## config.mk

```make
export PLATFORM = sky130hd
export DESIGN_NAME = core_c1_trap_ctrl
export DESIGN_NICKNAME = d
export VERILOG_FILES = /design/src/rtl/core_c1_trap_ctrl.sv
export SDC_FILE = /design/constraint.sdc
export NUM_CORES = 1
export LEC_CHECK = 0
export ABC_AREA = 0
export CAP_MARGIN = 20
export CORE_MARGIN = 5
export CORE_UTILIZATION = 50
export CTS_CLUSTER_DIAMETER = 50
export CTS_CLUSTER_SIZE = 14
export DETAILED_ROUTE_END_ITERATION = 16
export DONT_BUFFER_PORTS = 1
export HOLD_SLACK_MARGIN = 0.05
export SLEW_MARGIN = 20
export SYNTH_ARGS = -nofsm -noshare
export SYNTH_HDL_FRONTEND = slang
export SYNTH_SLANG_ARGS = --single-unit
```

## constraint.sdc

```tcl
create_clock -name clk -period 4.83 [get_ports clk]
set_input_delay 1.2075 -clock clk [delete_from_list [all_inputs] [get_ports clk]]
set_output_delay 1.2075 -clock clk [all_outputs]
set_load 0.05 [all_outputs]
```

## src/rtl/core_c1_trap_ctrl.sv

```systemverilog
// core_c1_trap_ctrl: trap sequencer for the c1 core.
// Takes exceptions and interrupts from core_c1_clic and mret from decode.
// It stalls and flushes the pipeline, then updates the mepc, mcause and
// mstatus.{MIE,MPIE} CSRs, which this block owns. It finishes by issuing a
// PC redirect to the trap vector or to mepc.
// Optional build macro TRAP_VECTOR_EN enables vectored interrupt targets
// when mtvec[1:0] == 2'b01. When the macro is undefined, all traps go to
// the mtvec base.
module core_c1_trap_ctrl #(
    parameter int unsigned     XLEN       = 32,
    parameter logic [XLEN-1:0] RST_VECTOR = '0
) (
    input  logic            clk,
    input  logic            rst,
    input  logic            irq_in,
    input  logic [7:0]      irq_code,
    input  logic            exc_in,
    input  logic [7:0]      exc_code,
    input  logic [XLEN-1:0] exc_pc,
    input  logic [XLEN-1:0] next_pc,
    input  logic            mret_in,
    input  logic            pipe_idle,
    input  logic [XLEN-1:0] mtvec,
    input  logic            csr_we_mstatus,
    input  logic [XLEN-1:0] csr_wdata,
    output logic            pipe_stall,
    output logic            pipe_flush,
    output logic            redirect_valid,
    output logic [XLEN-1:0] redirect_pc,
    input  logic            redirect_ready,
    output logic [XLEN-1:0] mepc,
    output logic [XLEN-1:0] mcause,
    output logic            mstatus_mie,
    output logic            mstatus_mpie,
    output logic            trap_busy
);

    typedef enum logic [2:0] {
        IDLE  = 3'd0,
        FLUSH = 3'd1,
        SAVE  = 3'd2,
        REDIR = 3'd3,
        MRET  = 3'd4
    } state_t;

    state_t          state;
    state_t          state_nx;

    logic            take_exc;
    logic            take_irq;
    logic [7:0]      cause_q;
    logic            is_irq_q;
    logic [XLEN-1:0] epc_q;
    logic [XLEN-1:0] target_q;
    logic [XLEN-1:0] trap_base;
    logic [XLEN-1:0] trap_target;

    assign trap_base   = {mtvec[XLEN-1:2], 2'b00};
    assign redirect_pc = target_q;
    assign trap_busy   = (state != IDLE);

    // Trap destination: mtvec base, optionally offset by the interrupt cause.
    always_comb begin
        trap_target = trap_base;
`ifdef TRAP_VECTOR_EN
        if (is_irq_q && (mtvec[1:0] == 2'b01))
            trap_target = trap_base + {{(XLEN-10){1'b0}}, cause_q, 2'b00};
`endif
    end

    // State register.
    always_ff @(posedge clk) begin
        if (rst)
            state <= IDLE;
        else
            state <= state_nx;
    end

    // Next state and pipeline controls. Requests are sampled only in IDLE.
    always_comb begin
        state_nx       = state;
        pipe_stall     = 1'b0;
        pipe_flush     = 1'b0;
        redirect_valid = 1'b0;
        take_exc       = 1'b0;
        take_irq       = 1'b0;
        case (state)
            IDLE: begin
                if (exc_in) begin
                    take_exc = 1'b1;
                    state_nx = FLUSH;
                end else if (irq_in && mstatus_mie) begin
                    take_irq = 1'b1;
                    state_nx = FLUSH;
                end else if (mret_in) begin
                    state_nx = MRET;
                end
            end
            FLUSH: begin
                pipe_stall = 1'b1;
                pipe_flush = 1'b1;
                if (pipe_idle)
                    state_nx = SAVE;
            end
            SAVE: begin
                pipe_stall = 1'b1;
                state_nx   = REDIR;
            end
            REDIR: begin
                pipe_stall     = 1'b1;
                redirect_valid = 1'b1;
                if (redirect_ready)
                    state_nx = IDLE;
            end
            MRET: begin
                pipe_flush = 1'b1;
                state_nx   = REDIR;
            end
            default: state_nx = IDLE;
        endcase
    end

    // Trap context latch, CSR updates and redirect target register.
    always_ff @(posedge clk) begin
        if (rst) begin
            cause_q      <= '0;
            is_irq_q     <= 1'b0;
            epc_q        <= '0;
            target_q     <= '0;
            mepc         <= {RST_VECTOR[XLEN-1:2], 2'b00};
            mcause       <= '0;
            mstatus_mie  <= 1'b0;
            mstatus_mpie <= 1'b0;
        end else begin
            case (state)
                IDLE: begin
                    if (take_exc) begin
                        cause_q  <= exc_code;
                        is_irq_q <= 1'b0;
                        epc_q    <= exc_pc;
                    end else if (take_irq) begin
                        cause_q  <= irq_code;
                        is_irq_q <= 1'b1;
                        epc_q    <= next_pc;
                    end else if (csr_we_mstatus) begin
                        // A trap taken in the same cycle drops this write.
                        mstatus_mie  <= csr_wdata[3];
                        mstatus_mpie <= csr_wdata[7];
                    end
                end
                SAVE: begin
                    mepc         <= {epc_q[XLEN-1:2], 2'b00};
                    mcause       <= {is_irq_q, {(XLEN-9){1'b0}}, cause_q};
                    mstatus_mpie <= mstatus_mie;
                    mstatus_mie  <= 1'b0;
                    target_q     <= trap_target;
                end
                MRET: begin
                    mstatus_mie  <= mstatus_mpie;
                    mstatus_mpie <= 1'b1;
                    target_q     <= mepc;
                end
                default: ;
            endcase
        end
    end

    // Bits that are intentionally not consumed.
    logic unused_bits;
`ifdef TRAP_VECTOR_EN
    assign unused_bits = ^{csr_wdata[XLEN-1:8], csr_wdata[6:4], csr_wdata[2:0],
                           epc_q[1:0]};
`else
    assign unused_bits = ^{csr_wdata[XLEN-1:8], csr_wdata[6:4], csr_wdata[2:0],
                           epc_q[1:0], mtvec[1:0]};
`endif

endmodule

```

After elaboration in Yosys (flattened, before gate mapping)
Index checks and enable logic that the tools add are counted.

storage, ports and cells
  register bits = 117
  input port bits = 152
  output and inout port bits = 102
  logic and storage cells = 60

cells by class
  equality and inequality tests = 10
  mux-type cells = 29
  reductions and logical operators = 12

operator list
  kind                                                              count
  32-bit 2-to-1 mux                                                 2
  32-bit case mux with 2 select lines                               1
  1-bit 2-to-1 mux                                                  16
  8-bit 2-to-1 mux                                                  2
  3-bit 2-to-1 mux                                                  5
  3-bit case mux with 4 select lines                                1
  2-bit inequality test (second input constant)                     5
  3-bit by 2-bit == test with 1-bit output (second input constant)  2
  1-bit case mux with 3 select lines                                2
  3-bit nonzero test                                                2
  4-bit inequality test (second input constant)                     1
  4-bit AND reduction                                               1
  2-bit nonzero test                                                2
  2-bit OR reduction                                                2
  3-bit by 1-bit == test with 1-bit output (second input constant)  1
  3-bit == test (second input constant)                             1
  3-bit logical NOT                                                 1
  3-bit AND reduction                                               1
  3-bit OR reduction                                                1
  2-bit AND reduction                                               1
  1-bit logical AND                                                 1

Depth between registers and ports, before layout
Gate-level depths: netlist of run 1.

  depth after elaboration = 7
  depth in mapped cells = 7
  depth with buffers taken out = 5

Least setup slack after synthesis of run 1
Ideal clock, no wire load.

  path type = register -> output
  from = register state[2]
  to = output port pipe_flush
  data arrival time = 1,363 ps
  required time = 3,623 ps
  slack = 2,260 ps
  stages on the path, launching flop included = 4
  path buffers = 1
  path through = dfxtp_1 -> buf_2 -> xnor2_1 -> nor2_1

between the ends
  word-level cells in the longest chain between the ends = 3
  elaborated cells on any way between the ends = 4
  classes of those cells = 2 x eq/ne; 1 x mux; 1 x reduce/logical

ends and longest elaborated chain
  item                                                                       line  text
  start, declared                                                            46    state_t state;
  start signal, assigned                                                     76    state <= state_nx;
  3-bit by 1-bit == test with 1-bit output or 3-bit == test (tied branches)  87    case (state)
  2-bit OR reduction (no line) *                                             --
  1-bit 2-to-1 mux *                                                         87
  end, declared                                                              27    output logic pipe_flush,

Every way passes the cells marked *; elsewhere a longest branch is shown, timed or not.

Final worst setup path of run 1
  from = register state[1]
  to = output port pipe_stall

between the ends
  word-level cells in the longest chain between the ends = 3
  elaborated cells on any way between the ends = 5
  classes of those cells = 3 x eq/ne; 1 x mux; 1 x reduce/logical

ends and longest elaborated chain
  item                                                                                                  line  text
  3-bit by 2-bit == test with 1-bit output or 3-bit by 1-bit == test with 1-bit output (tied branches)  87
  3-bit OR reduction (no line) *                                                                        --
  1-bit 2-to-1 mux *                                                                                    87
  end, declared                                                                                         26    output logic pipe_stall,

Marked as above.

==> impl_summary.log, run 1 <==
INFO  metric result_of_the_run = finished clean
INFO  metric post-synth-top-area-fraction = 46.4%
INFO  metric report.final.hold_viol_count = 0
INFO  metric setup.worst_path.start_class = flip-flop
INFO  metric drt.antenna.violating_nets = 0
INFO  metric post-synth-top-count-cell = sky130_fd_sc_hd__nand2_1
INFO  metric required = 3620 ps
INFO  metric diodes_inserted = 0
INFO  metric io-pin-count = 254
INFO  metric cap_violations = 0
INFO  metric timing.final.max_slew_violations = 0
INFO  metric clock_tree.root_cell = sky130_fd_sc_hd__clkbuf_8
INFO  metric r2r.worst_path.cells = 6
INFO  metric synth_ff_type = sky130_fd_sc_hd__dfxtp_1
INFO  metric timing.max_slew.rel_slack = 39.8%
INFO  metric peak_supply_drop = 324 µV
INFO  metric final-instance-count-excl-fill = 707
INFO  metric clock_tree_from_tritoncts = built
INFO  metric synthCells = 589
INFO  metric synth_sequential_area_ratio = 46.4%
INFO  metric crit_fanout = 15
INFO  metric cts-root-to-sink-buffers = 2
INFO  metric setup_total_neg_slack = 0 ps
INFO  metric cts_hold_buffers = 0
INFO  metric fin_skew = 7.74 ps
INFO  metric path_delay_family = simple AND/OR/NAND/NOR gates
INFO  metric routed-via-count = 3829
INFO  metric hold_class = flip-flop to flip-flop
INFO  metric floorplan.die.height = 109 µm
INFO  metric place_inst = 675
INFO  metric crit_path_capture_type = primary output
INFO  metric cts_sink_cnt = 113
INFO  metric drt_iter0_drc = 234
INFO  metric detailedRoute.firstPassIterationCount = 4
INFO  metric timing.critical_path.cells = nor2_1, nor2_1
INFO  metric dpl.hpwl = 7700 µm
INFO  metric critical-path-top-cell-by-count = sky130_fd_sc_hd__nor2_1
INFO  metric achievable-frequency = 0.302 GHz
INFO  metric critical-path-max-stage-delay = 720 ps
INFO  metric flow.area_growth_from_synthesis = 8.76%
INFO  metric drive_gt1_share = 7.32%
INFO  metric ys_top_cells_by_area = sky130_fd_sc_hd__dfxtp_1, sky130_fd_sc_hd__nand2_1, sky130_fd_sc_hd__mux2i_1, sky130_fd_sc_hd__nor2_1, sky130_fd_sc_hd__a311oi_1
INFO  metric clk_latency = 500 ps
INFO  metric drc = 0
INFO  metric finish.utilization = 55.0%
INFO  metric via_count_of_the_first_global_routing_pass = 3712
INFO  metric whs_path_depth = 2
INFO  metric report.final.setup_viol = 0
INFO  metric worst-r2r-setup-slack = 2050 ps
INFO  metric finalCritPeriodShare = 68.5%
INFO  metric synth.lib_cells_used.distinct = 31
INFO  metric criticalPathCategory = flip-flop to primary output
INFO  metric tightest_slew = 900 ps
INFO  metric post_cts.repair.setup_buffers = 0
INFO  metric timing.rr.start = state[2]
INFO  metric grt_antenna_before_repair = 0
INFO  metric placement.io_buffers = 0
INFO  metric number_of_enable_type_register_cells_in_the_synthesized_netlist = 0
INFO  metric worstPathBufferInverterCount = 0
INFO  metric postCtsResizedCells = 0
INFO  metric worst_path_slowest_cell = sky130_fd_sc_hd__nor2_1
INFO  metric cts_inserted_buffers = 17
INFO  metric wl_per_cell = 16.5 µm
INFO  metric synth.top_cells.by_count = sky130_fd_sc_hd__nand2_1, sky130_fd_sc_hd__dfxtp_1, sky130_fd_sc_hd__nor2_1
INFO  metric postRouteWirelength = 11700 µm
INFO  metric cts.reportedPaths.clkPinSlew = 60 ps
INFO  metric postSynth.asyncResetShare = 0%
INFO  metric grt.total_usage = 19.4%
INFO  metric htreeDepth = 4
INFO  metric area_of_the_core = 9640 µm²
INFO  metric holdPathEnd = mepc[9]
INFO  metric die_footprint = 11800 µm²
INFO  metric net_total_in_the_final_layout = 713
INFO  metric first_pass_grt_wire_length = 18000 µm
INFO  metric rsz_0062_raised_after_global_routing = false
INFO  metric vias_per_cell = 5.42
INFO  metric synth_area = 4870 µm²
INFO  metric period_minus_slack = 3310 ps
INFO  metric pin_count_of_the_biggest_net_entering_global_routing = 114
INFO  metric die-width = 109 µm
INFO  metric number_of_cell_rows = 36
INFO  metric power_density = 708 nW/µm²
INFO  metric syn_avg_cell_area = 8.27 µm²
INFO  metric critical_path_cell_count = 2
INFO  metric total_leakage_power = 1.95 nW
INFO  metric grt-ovfl-total = 0
INFO  metric floorplan.initialDensity = 50.5%
INFO  metric total_of_flip_flops_plus_latches_after_synthesis = 113
INFO  metric yosys_warnings = 0
INFO  metric netlist.top_cell.by_area = sky130_fd_sc_hd__dfxtp_1
INFO  metric routabilityCongestion = 0.800
INFO  metric reg2reg_to = epc_q[7]
INFO  metric arrival = 2100 ps
INFO  metric hold_start = epc_q[9]
worst max-delay path by stage:
stage          startpoint          to
2_1_floorplan    state[2]  pipe_flush
3_3_place_gp       irq_in    epc_q[6]
3_5_place_dp       irq_in    epc_q[7]
4_1_cts          state[1]  pipe_stall
5_1_grt          state[1]  pipe_stall
6_report         state[1]  pipe_stall
cell usage in the layout, fill, tap and decap left out, types with 2 or more instances in the layout:
master,n
sky130_fd_sc_hd__clkbuf_8,3
sky130_fd_sc_hd__inv_1,2
sky130_fd_sc_hd__buf_4,3
sky130_fd_sc_hd__nand2_1,141
sky130_fd_sc_hd__nand2b_1,2
sky130_fd_sc_hd__a222oi_1,3
sky130_fd_sc_hd__xnor2_1,2
sky130_fd_sc_hd__nor3_1,3
sky130_fd_sc_hd__conb_1,27
sky130_fd_sc_hd__clkbuf_16,16
sky130_fd_sc_hd__clkinv_2,6
sky130_fd_sc_hd__a311oi_1,31
sky130_fd_sc_hd__mux2i_1,35
sky130_fd_sc_hd__dfxtp_1,113
sky130_fd_sc_hd__clkinvlp_4,3
sky130_fd_sc_hd__a211oi_1,35
sky130_fd_sc_hd__a21oi_1,45
sky130_fd_sc_hd__nor2_1,82
sky130_fd_sc_hd__o21ai_0,2
sky130_fd_sc_hd__bufinv_16,2
sky130_fd_sc_hd__clkbuf_1,2
sky130_fd_sc_hd__nor3b_1,2
metrics by stage:
step,worst slack [ps],hold slack (ps),power (mW),area (µm²)
after global routing,1420,462,3.97,5300
final,1520,441,3.75,5300
after floorplan,2260,431,2.50,4970
after global placement,2050,430,2.59,4730
after detailed placement,1980,438,2.62,4730
after CTS,1530,446,3.79,5290
report_power, final:
group / total [mW] / internal, mW / switching [mW]
Sequential: 1.68 / 1.16 / 0.520
Clock: 1.16 / 0.753 / 0.404
Combinational: 0.918 / 0.305 / 0.612
Total: 3.75 / 2.21 / 1.54
metal layers:
metal	vias to the layer above	global-route usage, %	wire length [µm]
li1	1909	-	-
met1	1746	22.9	4630
met2	162	31.4	5670
met3	12	7.99	1270
met4	0	7.30	130
met5	-	0	0
logic make-up after synthesis:
family	synth area share, %
AO/OA/AOI/OAI	17.1
buffers and inverters	9.19
flip-flops	46.4
other	0.0770
AND/OR/NAND/NOR	19.6
multiplexers	7.19
XOR/XNOR	0.360
worst reg2reg max path, delay by kind of cell, from the launching register on:
kind / cells / cell delay, ps
buf+inv: 2 / 820
simple gates: 3 / 1130
compound gates: 1 / 250
flops: 1 / 500
sequential cells by signal (all words and copies together), names as in the netlist:
name and count:
cause_q 8, epc_q 30, is_irq_q 1, mcause 9
mepc 30, mstatus_mie 1, mstatus_mpie 1, redirect_pc 30
state 3
cell type report:
cell class	instances	area (µm²)
clock buffer	21	449
fill	944	4340
sequential	113	2260
multi-input combinational	424	2280
timing repair buffer	3	22.5
clock inverter	11	113
inverter	2	7.51
tap	133	166
Note: power is estimated with default switching activity, not from simulation.
==> inputs of run 2 (changes only) <==
- clock period: 4.83 -> 3.16 ns (I/O delays scaled with it)
==> run 2 against run 1 <==
Net effect:
- register-to-register slack got worse by 1200 ps
- cell count is 1.3% higher
- core utilization up 0.83 points
- clock skew hardly changed
- global-route usage rose by 0.18 points
- critical path depth did not move
- largest power group unchanged
- via count grew 1.5%
- final area grew 1.5%
- setup slack worse by 920 ps
==> impl_summary.log, run 2 (same netlist as run 1, synthesis figures left out) <==
INFO  metric clock_tree.root_cell = sky130_fd_sc_hd__clkbuf_8 (unchanged)
INFO  metric fin_skew = 7.67 ps (was 7.74 ps)
INFO  metric power_spent_charging_and_discharging_nets = 2.37 mW (was 1.54 mW)
INFO  metric via_count_of_the_first_global_routing_pass = 3633 (was 3712)
INFO  metric flow.area_growth_from_synthesis = 10.4% (was 8.76%)
INFO  metric postCtsResizedCells = 0 (unchanged)
INFO  metric drt_iter0_drc = 258 (was 234)
INFO  metric drive_gt1_share = 8.58% (was 7.32%)
INFO  metric hold_start = rst (was epc_q[9])
INFO  metric reg2reg_to = epc_q[11] (was epc_q[7])
INFO  metric finalCritPeriodShare = 81.1%
INFO  metric io-pin-count = 254 (unchanged)
INFO  metric grt-ovfl-total = 0 (unchanged)
INFO  metric switching_fraction_of_total_power = 41.0% (about the same)
INFO  metric drt.antenna.violating_nets = 0 (unchanged)
INFO  metric diodes_inserted = 0 (unchanged)
INFO  metric num-fill-cells = 910 (was 944)
INFO  metric grt.met3_usage = 7.40% (was 7.99%)
INFO  metric peak_supply_drop = 423 µV (was 324 µV)
INFO  metric rsz_0062_raised_after_global_routing = false (unchanged)
INFO  metric die-width = 109 µm (unchanged)
INFO  metric vias_per_cell = 5.43 (was 5.42)
INFO  metric post_cts.repair.setup_buffers = 0 (unchanged)
INFO  metric cts-root-to-sink-buffers = 2 (unchanged)
INFO  metric number_of_cell_rows = 36 (unchanged)
INFO  metric cap_violations = 0 (unchanged)
INFO  metric layout_common_cells = sky130_fd_sc_hd__nand2_1, sky130_fd_sc_hd__dfxtp_1, sky130_fd_sc_hd__nor2_1 (unchanged)
INFO  metric timing.rr.start = state[2] (unchanged)
INFO  metric cts.reportedPaths.clkPinSlew = 60 ps (about the same)
INFO  metric cts_hold_buffers = 0 (unchanged)
INFO  metric achievable-frequency = 0.390 GHz
INFO  metric crit_path_capture_type = primary output (unchanged)
INFO  metric net_total_in_the_final_layout = 722 (was 713)
INFO  metric global_route.peak_usage_layer = met2 (unchanged)
INFO  metric crit_fanout = 14 (was 15)
INFO  metric floorplan.initialDensity = 50.5% (unchanged)
INFO  metric floorplan.die.height = 109 µm (unchanged)
INFO  metric power.clock.fraction = 30.0% (was 30.9%)
INFO  metric clock_tree_from_tritoncts = built (unchanged)
INFO  metric power_density = 1080 nW/µm² (was 708 nW/µm²)
INFO  metric tightest_slew = 687 ps (was 900 ps)
INFO  metric power.share.combinational = 25.7% (was 24.5%)
INFO  metric report.final.hold_viol_count = 0 (unchanged)
INFO  metric required = 2370 ps (was 3620 ps)
INFO  metric die_footprint = 11800 µm² (unchanged)
INFO  metric placement.io_buffers = 0 (unchanged)
INFO  metric drc = 0 (unchanged)
INFO  metric timing.final.max_slew_violations = 0 (unchanged)
INFO  metric whs_path_depth = 1 (was 2)
INFO  metric pin_count_of_the_biggest_net_entering_global_routing = 114 (unchanged)
INFO  metric grt_antenna_before_repair = 0 (unchanged)
INFO  metric cts_inserted_buffers = 17 (unchanged)
INFO  metric area_of_the_core = 9640 µm² (unchanged)
INFO  metric cell_internal_pwr = 3.41 mW (was 2.21 mW)
INFO  metric htreeDepth = 4 (unchanged)
INFO  metric register_area = 2260 µm² (unchanged)
INFO  metric holdPathEnd = redirect_pc[16] (was mepc[9])
INFO  metric dpl.hpwl = 8020 µm (was 7700 µm)
INFO  metric groute.layer.met2.usage = 31.5% (was 31.4%)
INFO  metric area_of_the_multi_input_gates = 2270 µm² (was 2280 µm²)
INFO  metric r2r.worst_path.cells = 5 (was 6)
INFO  metric grt.total_usage = 19.5% (was 19.4%)
INFO  metric hold_class = input pin to flip-flop (was flip-flop to flip-flop)
INFO  metric report.final.setup_viol = 0 (unchanged)
INFO  metric final-instance-count-excl-fill = 716 (was 707)
INFO  metric detailedRoute.firstPassIterationCount = 5 (was 4)
INFO  metric setup_total_neg_slack = 0 ps (unchanged)
INFO  metric worst-r2r-setup-slack = 840 ps (was 2050 ps)
INFO  metric crit_path_start = state[2] (was state[1])
INFO  metric period_minus_slack = 2560 ps
INFO  metric most_common_library_cell_in_the_layout_ignoring_fill_and_taps = sky130_fd_sc_hd__nand2_1 (unchanged)
INFO  metric place_inst = 684 (was 675)
INFO  metric result_of_the_run = finished clean (unchanged)
INFO  metric setup.worst_path.start_class = flip-flop (unchanged)
INFO  metric timing.max_slew.rel_slack = 54.2% (was 39.8%)
INFO  metric total_leakage_power = 1.99 nW (was 1.95 nW)
INFO  metric clk_latency = 490 ps (was 500 ps)
INFO  metric routed-via-count = 3888 (was 3829)
INFO  metric arrival = 1770 ps (was 2100 ps)
INFO  metric criticalPathCategory = flip-flop to primary output (unchanged)
INFO  metric cts_sink_cnt = 113 (unchanged)
INFO  metric wl_per_cell = 16.5 µm (about the same)
INFO  metric sequentialPowerShare = 44.3% (was 44.7%)
INFO  metric routabilityCongestion = 0.828 (was 0.800)
INFO  metric grt_util_met1 = 23.6% (was 22.9%)
INFO  metric first_pass_grt_wire_length = 18200 µm (was 18000 µm)
INFO  metric postRouteWirelength = 11800 µm (was 11700 µm)
==> run 2: how the worst max path moves through the flow <==
stage            endpoint  cells after the start  slack (ps)
6_report        trap_busy                      2         600
5_1_grt         trap_busy                      2         540
4_1_cts         trap_busy                      2         610
3_5_place_dp    epc_q[11]                      5         870
3_3_place_gp    epc_q[11]                      5         920
2_1_floorplan  pipe_flush                      3        1010
==> run 2: worst max-delay path, cell delays in order (launching register included) <==
cell,delay [ps]
sky130_fd_sc_hd__dfxtp_1,710
sky130_fd_sc_hd__nor3_4,120
sky130_fd_sc_hd__inv_1,450
==> run 2: through the flow <==
step	power, mW	util (%)	hold slack [ps]	setup WS [ps]	instance area (µm²)
final	5.78	55.8	368	598	5380
after global routing	6.11	55.8	340	541	5380
after CTS	5.84	55.8	339	606	5380
after detailed placement	4.10	50.2	436	867	4840
after global placement	4.05	50.2	431	917	4840
after floorplan	3.82	-	431	1010	4970
==> run 2: power by group through the flow <==
stage          logic (mW)  registers [mW]  clock network [mW]
5_1_grt              1.67            2.61                1.83
6_report             1.49            2.56                1.73
3_3_place_gp         1.46            2.58                   0
3_5_place_dp         1.50            2.60                   0
2_1_floorplan        1.33            2.49                   0
4_1_cts              1.50            2.57                1.77
==> run 2: cell type report <==
type	instances	share of cell area (%)
Clock buffer	20	7.91
Multi-Input combinational cell	424	42.2
Tap cell	133	3.09
Timing Repair Buffer	12	2.37
Clock inverter	12	2.19
Sequential cell	113	42.1
Inverter	2	0.140
==> run 2: routing by layer <==
layer  share of wire (%)  wire length, µm
met2                  48             5710
met5                   0                0
met4                 1.1              131
met1                  40             4770
met3                  10             1180
==> inputs of run 3 (changes only) <==
- PLACE_DENSITY: default -> 0.68
- clock period: 3.16 -> 2.2 ns (I/O delays scaled with it)
==> run 3 against run 2 <==
Net effect:
- clock skew barely moved
- largest cell class unchanged
- non-clock buffer count grew 4
- flip-flop and latch count is the same
- sequential power grew 42%
- cell count is 0.42% higher
- critical endpoint is now pipe_stall
- critical path depth up 1
==> impl_summary.log, run 3 (same netlist as run 1, synthesis figures left out) <==
INFO  metric result_of_the_run = finished clean (unchanged)
INFO  metric flow.area_growth_from_synthesis = 12.0% (was 10.4%)
INFO  metric period_minus_slack = 2070 ps
INFO  metric cts_sink_cnt = 113 (unchanged)
INFO  metric placement.io_buffers = 0 (unchanged)
INFO  metric critical-path-top-cell-by-count = sky130_fd_sc_hd__nor2_1
INFO  metric tightest_slew = 582 ps (was 687 ps)
INFO  metric total_leakage_power = 2.03 nW (was 1.99 nW)
INFO  metric report.final.setup_viol = 0 (unchanged)
INFO  metric grt.total_usage = 19.4% (was 19.5%)
INFO  metric finalCritPeriodShare = 94.3%
INFO  metric clock_tree_from_tritoncts = built (unchanged)
INFO  metric path_delay_family = simple AND/OR/NAND/NOR gates (was flip-flops)
INFO  metric net_total_in_the_final_layout = 726 (was 722)
INFO  metric clk_latency = 490 ps (about the same)
INFO  metric rsz_0062_raised_after_global_routing = false (unchanged)
INFO  metric routed-via-count = 3890 (was 3888)
INFO  metric worstPathBufferInverterCount = 1 (unchanged)
INFO  metric cts.reportedPaths.clkPinSlew = 50 ps (was 60 ps)
INFO  metric layout_common_cells = sky130_fd_sc_hd__nand2_1, sky130_fd_sc_hd__dfxtp_1, sky130_fd_sc_hd__nor2_1 (unchanged)
INFO  metric achievable-frequency = 0.482 GHz
INFO  metric first_pass_grt_wire_length = 18200 µm (about the same)
INFO  metric io-pin-count = 254 (unchanged)
INFO  metric setup_total_neg_slack = 0 ps (unchanged)
INFO  metric postRouteWirelength = 11700 µm (was 11800 µm)
INFO  metric power_density = 1560 nW/µm² (was 1080 nW/µm²)
INFO  metric vias_per_cell = 5.41 (was 5.43)
INFO  metric finish.utilization = 56.6% (was 55.8%)
INFO  metric setup.worst_path.start_class = flip-flop (unchanged)
INFO  metric cts_inserted_buffers = 17 (unchanged)
INFO  metric most_common_library_cell_in_the_layout_ignoring_fill_and_taps = sky130_fd_sc_hd__nand2_1 (unchanged)
INFO  metric die_footprint = 11800 µm² (unchanged)
INFO  metric diodes_inserted = 0 (unchanged)
INFO  metric drt.antenna.violating_nets = 0 (unchanged)
INFO  metric grt-ovfl-total = 0 (unchanged)
INFO  metric fin_hold_ws = 141 ps (was 368 ps)
INFO  metric floorplan.initialDensity = 50.5% (unchanged)
INFO  metric floorplan.die.height = 109 µm (unchanged)
INFO  metric fin_skew = 7.85 ps (was 7.67 ps)
INFO  metric peak_supply_drop = 580 µV (was 423 µV)
INFO  metric postCtsResizedCells = 2 (was 0)
INFO  metric cts_hold_buffers = 0 (unchanged)
INFO  metric timing.rr.start = state[0] (was state[2])
INFO  metric drt_iter0_drc = 323 (was 258)
INFO  metric place_inst = 688 (was 684)
INFO  metric routabilityCongestion = 0.777 (was 0.828)
INFO  metric cts-root-to-sink-buffers = 2 (unchanged)
INFO  metric wl_per_cell = 16.2 µm (was 16.5 µm)
INFO  metric post_cts.repair.setup_buffers = 0 (unchanged)
INFO  metric htreeDepth = 4 (unchanged)
INFO  metric timing.critical_path.cells = nor2_1, nor2_1, buf_4 (was nor3_4, inv_1)
INFO  metric worst_path_slowest_cell = sky130_fd_sc_hd__dfxtp_2 (was sky130_fd_sc_hd__dfxtp_1)
INFO  metric crit_fanout = 15 (was 14)
INFO  metric pin_count_of_the_biggest_net_entering_global_routing = 114 (unchanged)
INFO  metric crit_path_start = state[1] (was state[2])
INFO  metric area_of_the_core = 9640 µm² (unchanged)
INFO  metric timing.final.max_slew_violations = 0 (unchanged)
INFO  metric drc = 0 (unchanged)
INFO  metric grt_antenna_before_repair = 0 (unchanged)
INFO  metric drive_gt1_share = 9.56% (was 8.58%)
INFO  metric hold_start = rst (unchanged)
INFO  metric report.final.hold_viol_count = 0 (unchanged)
INFO  metric die-width = 109 µm (unchanged)
INFO  metric cap_violations = 0 (unchanged)
INFO  metric critical-path-max-stage-delay = 410 ps (was 710 ps)
INFO  metric final-instance-count-excl-fill = 719 (was 716)
INFO  metric timing.max_slew.rel_slack = 61.1% (was 54.2%)
INFO  metric hold_class = input pin to flip-flop (unchanged)
INFO  metric detailedRoute.firstPassIterationCount = 6 (was 5)
INFO  metric number_of_cell_rows = 36 (unchanged)
INFO  metric dpl.hpwl = 8010 µm (was 8020 µm)
INFO  metric crit_path_capture_type = primary output (unchanged)
INFO  metric required = 1650 ps (was 2370 ps)
INFO  metric finalPower = 8.52 mW (was 5.78 mW)
INFO  metric criticalPathCategory = flip-flop to primary output (unchanged)
INFO  metric clock_tree.root_cell = sky130_fd_sc_hd__clkbuf_8 (unchanged)
INFO  metric via_count_of_the_first_global_routing_pass = 3758 (was 3633)
INFO  metric arrival = 1520 ps (was 1770 ps)
run 3: cell count changes in the layout (fill, tap and decap cells not counted):
| cell | change |
|---|---|
| sky130_fd_sc_hd__buf_4 | +3 |
| sky130_fd_sc_hd__clkinv_2 | -2 |
| sky130_fd_sc_hd__dfxtp_1 | -2 |
| sky130_fd_sc_hd__dfxtp_2 | +2 |
| sky130_fd_sc_hd__buf_12 | +1 |
| sky130_fd_sc_hd__bufinv_16 | +1 |
| sky130_fd_sc_hd__clkbuf_1 | -1 |
| sky130_fd_sc_hd__clkbuf_8 | +1 |
| sky130_fd_sc_hd__clkinv_4 | +1 |
| sky130_fd_sc_hd__clkinvlp_4 | -1 |
run 3: where the power goes:
part | switching (mW) | internal, mW | leakage [nW] | total [mW]
Sequential | 1.09 | 2.54 | 0.924 | 3.63
Clock | 0.891 | 1.74 | 0.280 | 2.63
Combinational | 1.43 | 0.831 | 0.830 | 2.26
Total | 3.42 | 5.11 | 2.03 | 8.52
run 3: layout make-up:
| type | instances | area (µm²) |
|---|---|---|
| clock buffer | 20 | 435 |
| multi-input combinational | 424 | 2270 |
| clock inverter | 11 | 139 |
| timing repair buffer | 16 | 170 |
| sequential | 113 | 2260 |
| inverter | 2 | 7.51 |
| tap | 133 | 166 |
| fill | 895 | 4180 |
run 3: path summary, 6_finish.rpt:
path | to | slack (ps) | depth (start not counted)
hold reg to reg | mepc[28] | 450 | 2
setup reg to reg | epc_q[9] | 440 | 5
hold / removal | mepc[16] | 140 | 1
setup / recovery | pipe_stall | 130 | 3
run 3: per-stage QoR:
| stage | cell area (µm²) | setup slack (ps) |
|---|---|---|
| 2_1_floorplan | 4970 | 287 |
| 3_3_place_gp | 4880 | 403 |
| 3_5_place_dp | 4880 | 334 |
| 4_1_cts | 5460 | 104 |
| 5_1_grt | 5460 | 16.6 |
| 6_report | 5460 | 126 |
run 3: metal layers:
metal / GRT usage, % / wire (µm) / vias up / part of all wire (%)
li1: - / - / 1929 / -
met1: 22.5 / 4740 / 1777 / 41
met2: 32.8 / 5700 / 177 / 49
met3: 7.10 / 1160 / 7 / 9.9
met4: 6.67 / 70 / 0 / 0.60
met5: 0 / 0 / - / 0
run 3: worst register-to-register path: stages (launching register included):
cell and delay (ps):
sky130_fd_sc_hd__dfxtp_2 400, sky130_fd_sc_hd__nor3_4 240, sky130_fd_sc_hd__and2_2 220, sky130_fd_sc_hd__buf_4 360
sky130_fd_sc_hd__mux2i_1 300, sky130_fd_sc_hd__a211oi_1 110
